**config.mk**
```make
export PLATFORM = sky130hd
export DESIGN_NAME = serial_tx_buffered
export DESIGN_NICKNAME = d
export VERILOG_FILES = /design/src/rtl/serial_tx_buffered.sv
export SDC_FILE = /design/constraint.sdc
export NUM_CORES = 1
export LEC_CHECK = 0
export CORE_UTILIZATION = 42
export CTS_CLUSTER_SIZE = 12
export DETAILED_ROUTE_END_ITERATION = 6
export GPL_TIMING_DRIVEN = 0
export PLACE_DENSITY = 0.59
export SYNTH_ARGS = -nofsm -noshare
export SYNTH_HDL_FRONTEND = slang
export SYNTH_SLANG_ARGS = --single-unit
```
**constraint.sdc**
```tcl
create_clock -name Clk -period 5 [get_ports Clk]
set_input_delay 0.75 -clock Clk [delete_from_list [all_inputs] [get_ports Clk]]
set_output_delay 0.75 -clock Clk [all_outputs]
set_load 0.02 [all_outputs]
```
**src/rtl/serial_tx_buffered.sv**
```systemverilog
// serial_tx_buffered: double-buffered serial transmitter.
// A holding register queues the next word while the current frame shifts out,
// so consecutive frames run back-to-back. Bit order, frame length and bit
// period are latched per frame; Abort drops both the active and queued word.
module serial_tx_buffered #(
    parameter int WIDTH = 32,
    parameter int DIV_W = 16,
    localparam int LEN_W = $clog2(WIDTH + 1)
) (
    input  logic             Clk,
    input  logic             Reset,
    input  logic [WIDTH-1:0] DataIn,
    input  logic             Load,
    input  logic [LEN_W-1:0] Len,
    input  logic             LsbFirst,
    input  logic [DIV_W-1:0] BitDiv,
    input  logic             Abort,
    output logic             Ready,
    output logic             TxBusy,
    output logic             TxDone,
    output logic             BitStrobe,
    output logic             Dout
);

    localparam logic [0:0] ST_IDLE  = 1'b0;
    localparam logic [0:0] ST_SHIFT = 1'b1;

    localparam logic [LEN_W-1:0] LEN_ZERO  = LEN_W'(0);
    localparam logic [LEN_W-1:0] LEN_ONE   = LEN_W'(1);
    localparam logic [LEN_W-1:0] LEN_WIDTH = LEN_W'(WIDTH);
    localparam logic [DIV_W-1:0] DIV_ZERO  = DIV_W'(0);
    localparam logic [DIV_W-1:0] DIV_ONE   = DIV_W'(1);

    // holding register (next frame)
    logic [WIDTH-1:0] hold_data_r;
    logic [LEN_W-1:0] hold_len_r;     // already the effective length, 1..WIDTH
    logic             hold_lsb_r;
    logic [DIV_W-1:0] hold_div_r;
    logic             hold_valid_r;
    logic             ready_r;

    // active frame
    logic [0:0]       state_r;
    logic [WIDTH-1:0] shift_r;        // current bit sits at [0] (LSB-first) or [WIDTH-1] (MSB-first)
    logic             cur_lsb_r;
    logic [DIV_W-1:0] cur_div_r;
    logic [DIV_W-1:0] div_cnt_r;
    logic [LEN_W-1:0] bit_cnt_r;      // bits still to come after the current one
    logic             dout_r;
    logic             strobe_r;
    logic             done_r;

    logic [LEN_W-1:0] len_eff_s;
    logic             frame_end_s;
    logic             xfer_s;
    logic [WIDTH-1:0] xfer_word_s;
    logic             xfer_bit_s;
    logic [WIDTH-1:0] next_word_s;
    logic             next_bit_s;

    // Effective length, frame-end/transfer decode and the shifter's next values
    always_comb begin
        len_eff_s   = Len;
        if ((Len == LEN_ZERO) || (Len > LEN_WIDTH)) begin
            len_eff_s = LEN_WIDTH;
        end else begin
            len_eff_s = Len;
        end
        frame_end_s = (state_r == ST_SHIFT) && (div_cnt_r == DIV_ZERO) && (bit_cnt_r == LEN_ZERO);
        xfer_s      = hold_valid_r && ((state_r == ST_IDLE) || frame_end_s);
        // MSB-first frames are left-aligned so the first bit is always at [WIDTH-1]
        if (hold_lsb_r) begin
            xfer_word_s = hold_data_r;
            xfer_bit_s  = hold_data_r[0];
        end else begin
            xfer_word_s = hold_data_r << (LEN_WIDTH - hold_len_r);
            xfer_bit_s  = xfer_word_s[WIDTH-1];
        end
        if (cur_lsb_r) begin
            next_word_s = shift_r >> 1'b1;
            next_bit_s  = next_word_s[0];
        end else begin
            next_word_s = shift_r << 1'b1;
            next_bit_s  = next_word_s[WIDTH-1];
        end
    end

    // Holding register: accept a word when empty, release it on transfer
    always_ff @(posedge Clk or posedge Reset) begin
        if (Reset) begin
            hold_data_r  <= {WIDTH{1'b0}};
            hold_len_r   <= LEN_ZERO;
            hold_lsb_r   <= 1'b0;
            hold_div_r   <= DIV_ZERO;
            hold_valid_r <= 1'b0;
            ready_r      <= 1'b1;
        end else if (Abort) begin
            hold_valid_r <= 1'b0;
            ready_r      <= 1'b1;
        end else if (xfer_s) begin
            hold_valid_r <= 1'b0;
            ready_r      <= 1'b1;
        end else if (Load && ready_r) begin
            hold_data_r  <= DataIn;
            hold_len_r   <= len_eff_s;
            hold_lsb_r   <= LsbFirst;
            hold_div_r   <= BitDiv;
            hold_valid_r <= 1'b1;
            ready_r      <= 1'b0;
        end else begin
            hold_valid_r <= hold_valid_r;
            ready_r      <= ready_r;
        end
    end

    // Transmit engine: bit timing, shifting and status pulses
    always_ff @(posedge Clk or posedge Reset) begin
        if (Reset) begin
            state_r   <= ST_IDLE;
            shift_r   <= {WIDTH{1'b0}};
            cur_lsb_r <= 1'b0;
            cur_div_r <= DIV_ZERO;
            div_cnt_r <= DIV_ZERO;
            bit_cnt_r <= LEN_ZERO;
            dout_r    <= 1'b0;
            strobe_r  <= 1'b0;
            done_r    <= 1'b0;
        end else if (Abort) begin
            state_r   <= ST_IDLE;
            shift_r   <= {WIDTH{1'b0}};
            cur_lsb_r <= 1'b0;
            cur_div_r <= DIV_ZERO;
            div_cnt_r <= DIV_ZERO;
            bit_cnt_r <= LEN_ZERO;
            dout_r    <= 1'b0;
            strobe_r  <= 1'b0;
            done_r    <= 1'b0;
        end else if (xfer_s) begin
            // start of a frame, from idle or straight after the previous one
            state_r   <= ST_SHIFT;
            shift_r   <= xfer_word_s;
            cur_lsb_r <= hold_lsb_r;
            cur_div_r <= hold_div_r;
            div_cnt_r <= hold_div_r;
            bit_cnt_r <= hold_len_r - LEN_ONE;
            dout_r    <= xfer_bit_s;
            strobe_r  <= 1'b1;
            // TxDone marks the last cycle of the frame, so it is set on entry to that cycle
            done_r    <= (hold_len_r == LEN_ONE) && (hold_div_r == DIV_ZERO);
        end else begin
            strobe_r <= 1'b0;
            done_r   <= 1'b0;
            case (state_r)
                ST_IDLE: begin
                    dout_r <= 1'b0;
                end
                ST_SHIFT: begin
                    if (div_cnt_r != DIV_ZERO) begin
                        div_cnt_r <= div_cnt_r - DIV_ONE;
                        done_r    <= (div_cnt_r == DIV_ONE) && (bit_cnt_r == LEN_ZERO);
                    end else if (bit_cnt_r != LEN_ZERO) begin
                        shift_r   <= next_word_s;
                        dout_r    <= next_bit_s;
                        strobe_r  <= 1'b1;
                        bit_cnt_r <= bit_cnt_r - LEN_ONE;
                        div_cnt_r <= cur_div_r;
                        done_r    <= (bit_cnt_r == LEN_ONE) && (cur_div_r == DIV_ZERO);
                    end else begin
                        state_r <= ST_IDLE;
                        dout_r  <= 1'b0;
                    end
                end
                default: begin
                    state_r <= ST_IDLE;
                    dout_r  <= 1'b0;
                end
            endcase
        end
    end

    assign Ready     = ready_r;
    assign TxBusy    = (state_r == ST_SHIFT);
    assign TxDone    = done_r;
    assign BitStrobe = strobe_r;
    assign Dout      = dout_r;

endmodule

```
==> out/metrics.csv <==
metric,value,unit
status,finished clean,
combinational share of power,43.0,%
post-route insts no fill,1276,
CTS Hold Buffers Added,0,
final setup fails,0,
Syn Area/Cell,9.67,sq um
synth-to-layout area growth,18.1,%
via count,7865,
gr busiest metal,met1,
Max VDD drop,244,uV
first drt pass iteration count,5,
Resized Gates After CTS,0,
max-slew violations,0,
most frequent cells in the layout,"dfrtp_1, nand2_1, mux2i_1",
Ant. Diodes,0,
sw power,2.16,mW
placed cells,1244,
register area share after synthesis,37.6,%
"Max FO, Critical Path",10,
Starting Density,43.2,%
ranking of synthesized cells by area,"dfrtp_1, mux2i_1, mux2_1",
final hold vios,0,
# DRC,0,
Pwr Total,5.03,mW
vias per cell,6.16,
unrepaired setup endpoints after global routing,false,
Required @ worst endpoint,5.28,ns
part of the power in registers,31.2,%
Antenna Violating Nets Remaining,0,
Die Ht,147,um
Tightest Pin Transition,0.896,ns
"Distinct cells, synth",74,
Post-Syn Instances,910,
Final HPWL DP,22.3,mm
gpl congestion,0.939,
R2R Setup Slk,0.52,ns
antenna violations before repair,0,
Hold WS,0.503,ns
FILL cells,1936,
met1 GRT Util,43.8,%
DRT Wirelength,29.9,mm
largest net degree at the start of global routing,90,
CTS tree,yes,
Total Routing Usage GR,29.0,%
post-layout min period,4.48,ns
r2r endpoint,shift_r[29]$_DFFE_PP0P_,
die area,21500,sq um
IO Count,64,
leakage,4.21,nW
period utilisation layout,89.7,%
fraction of registers with async set/reset,100,%
worst min path class,flop to flop,
Post-synth EDFFs,0,
CTS sink count,132,
vias in the first global route,7596,
grt total ovfl,0,
Clock transition at path regs,0.07,ns
top-area cell type share of the netlist area,37.3,%
worst hold path depth,1,
"Endpoint, Worst Hold",shift_r[0]$_DFFE_PP0P_,
mapped cell area,8800,sq um
CTS max path bufs,2,
Synth Warn #,0,
root buf cell,clkbuf_16,
met3 GRT Util,6.58,%
path type of the worst setup path,flop to flop,
H-tree depth,4,
GR Util met2,41.6,%
Switching Fraction,43.0,%
worst-case reg-to-reg path depth,14,
layout cell share with drive strength beyond 1,12.7,%
register bit total from synthesis,132,
max-cap violations,0,
Die Wd,147,um
max frequency,223,MHz
Worst Skew,0.0182,ns
crit path DAT,4.77,ns
Clk pwr share,25.8,%
first-pass GRT wire length,47.0,mm
Pint,2.86,mW
"Top FF cell, synth",dfrtp_1,
Setup crit end kind,flop,
initial DRC count,743,
syn nets,975,
Worst Hold Launch,shift_r[0]$_DFFE_PP0P_,
number of buffers created by CTS,17,
post-CTS setup buffer count,0,
Slew headroom,40.1,%
"commonest non-fill, non-tap cell in the layout",dfrtp_1,
"Clk Latency, worst-skew pair",0.44,ns
Buffers on Ports,63,
Core Region,20400,sq um
Startpoint Class,flop,
Power Density,484,nW/um^2
R2R Path Start,hold_len_r[0]$_DFFE_PP0P_,
"area leader, netlist",dfrtp_1,
# nets final,1058,
row cnt,52,
routed len/inst,23.5,um
synthesized netlist by cell type, types with 9 or more instances:
cell type	number
dfrtp_1	131
nand2_1	121
mux2i_1	65
mux2_1	48
o21ai_0	47
a21oi_1	42
nor2_1	39
a211oi_1	36
clkbuf_1	36
buf_2	33
mux2_2	24
nor3_1	24
mux4_2	21
nor2b_1	15
inv_1	14
nand2b_1	12
a221oi_1	10
o221ai_1	10
nand3_1	9
nand4_1	9
o31ai_1	9
critical path, cell delays in order (launching register included):
cell and delay, ns:
dfrtp_1 0.44, buf_4 0.27, buf_4 0.25, inv_1 0.08, buf_2 0.22, ha_1 0.31, buf_2 0.28, buf_2 0.33
buf_2 0.30, buf_2 0.31, nor3_1 0.09, a21oi_1 0.34, mux2i_1 0.21, a2111oi_0 0.73, nor3_1 0.13
worst max path at each step:
| stage | slack [ns] | cells past startpoint | start | to |
|---|---|---|---|---|
| floorplan | 0.73 | 1 | Reset | BitStrobe$_DFF_PP0_ |
| global placement | -1.32 | 2 | Reset | shift_r[13]$_DFFE_PP0P_ |
| detailed placement | 0.70 | 14 | hold_len_r[0]$_DFFE_PP0P_ | shift_r[29]$_DFFE_PP0P_ |
| CTS | 0.67 | 14 | hold_len_r[0]$_DFFE_PP0P_ | shift_r[29]$_DFFE_PP0P_ |
| global route | 0.33 | 14 | hold_len_r[0]$_DFFE_PP0P_ | shift_r[29]$_DFFE_PP0P_ |
| finish | 0.52 | 14 | hold_len_r[0]$_DFFE_PP0P_ | shift_r[29]$_DFFE_PP0P_ |
registers in the layout, indices dropped and copies added (netlist names):
signal and cells:
cur_lsb_r 1, hold_len_r 6, hold_valid_r 1, shift_r 32, div_cnt_r 16, bit_cnt_r 6
hold_data_r 32, Dout 1, TxDone 1, cur_div_r 16, hold_lsb_r 1, TxBusy 1
BitStrobe 1, Ready 1, hold_div_r 16
routing by layer:
| metal | wire, um | part of all wire (%) |
|---|---|---|
| met5 | 0 | 0 |
| met4 | 376 | 1.3 |
| met3 | 2470 | 8.2 |
| met2 | 12900 | 43 |
| met1 | 14200 | 47 |
power by group through the flow:
stage	combinational, mW	clock, mW	sequential (mW)
after global placement	2.12	0	1.57
after floorplan	1.54	0	1.42
after CTS	2.12	1.31	1.55
final	2.16	1.30	1.57
after global routing	2.33	1.35	1.59
after detailed placement	2.11	0	1.56
through the flow:
step | utilization (%) | TNS [ns] | setup slack (ns) | area (sq um)
6_report | 51.0 | 0 | 0.516 | 10400
5_1_grt | 51.0 | 0 | 0.333 | 10400
4_1_cts | 51.0 | 0 | 0.672 | 10400
3_5_place_dp | 48.1 | 0 | 0.697 | 9800
3_3_place_gp | 48.0 | -170.44 | -1.32 | 9770
2_1_floorplan | - | 0 | 0.726 | 8800
kinds of logic (layout without fill, tap and decap cells):
family	count (synthesis)	count (layout)	share of synthesized area, %
XOR/XNOR	14	14	1.39
buffers and inverters	90	186	4.52
AND/OR/NAND/NOR	284	284	16.2
flip-flops	132	132	37.6
adder cells (fa/ha/maj)	6	6	0.853
multiplexers	158	158	22.0
AO/OA/AOI/OAI	226	226	17.5
layout make-up:
cell class              instances  area, sq um  area share, %
repair buffers                 64          658           6.33
flip-flops and latches        132         3300           31.8
multi-input cells             688         5090           49.0
well taps                     270          338           3.25
plain buffers                  75          342           3.29
clock inverters                15          169           1.63
clock buffers                  17          425           4.09
inverters                      15         61.3          0.590
Power figures use the tool's default switching activity.
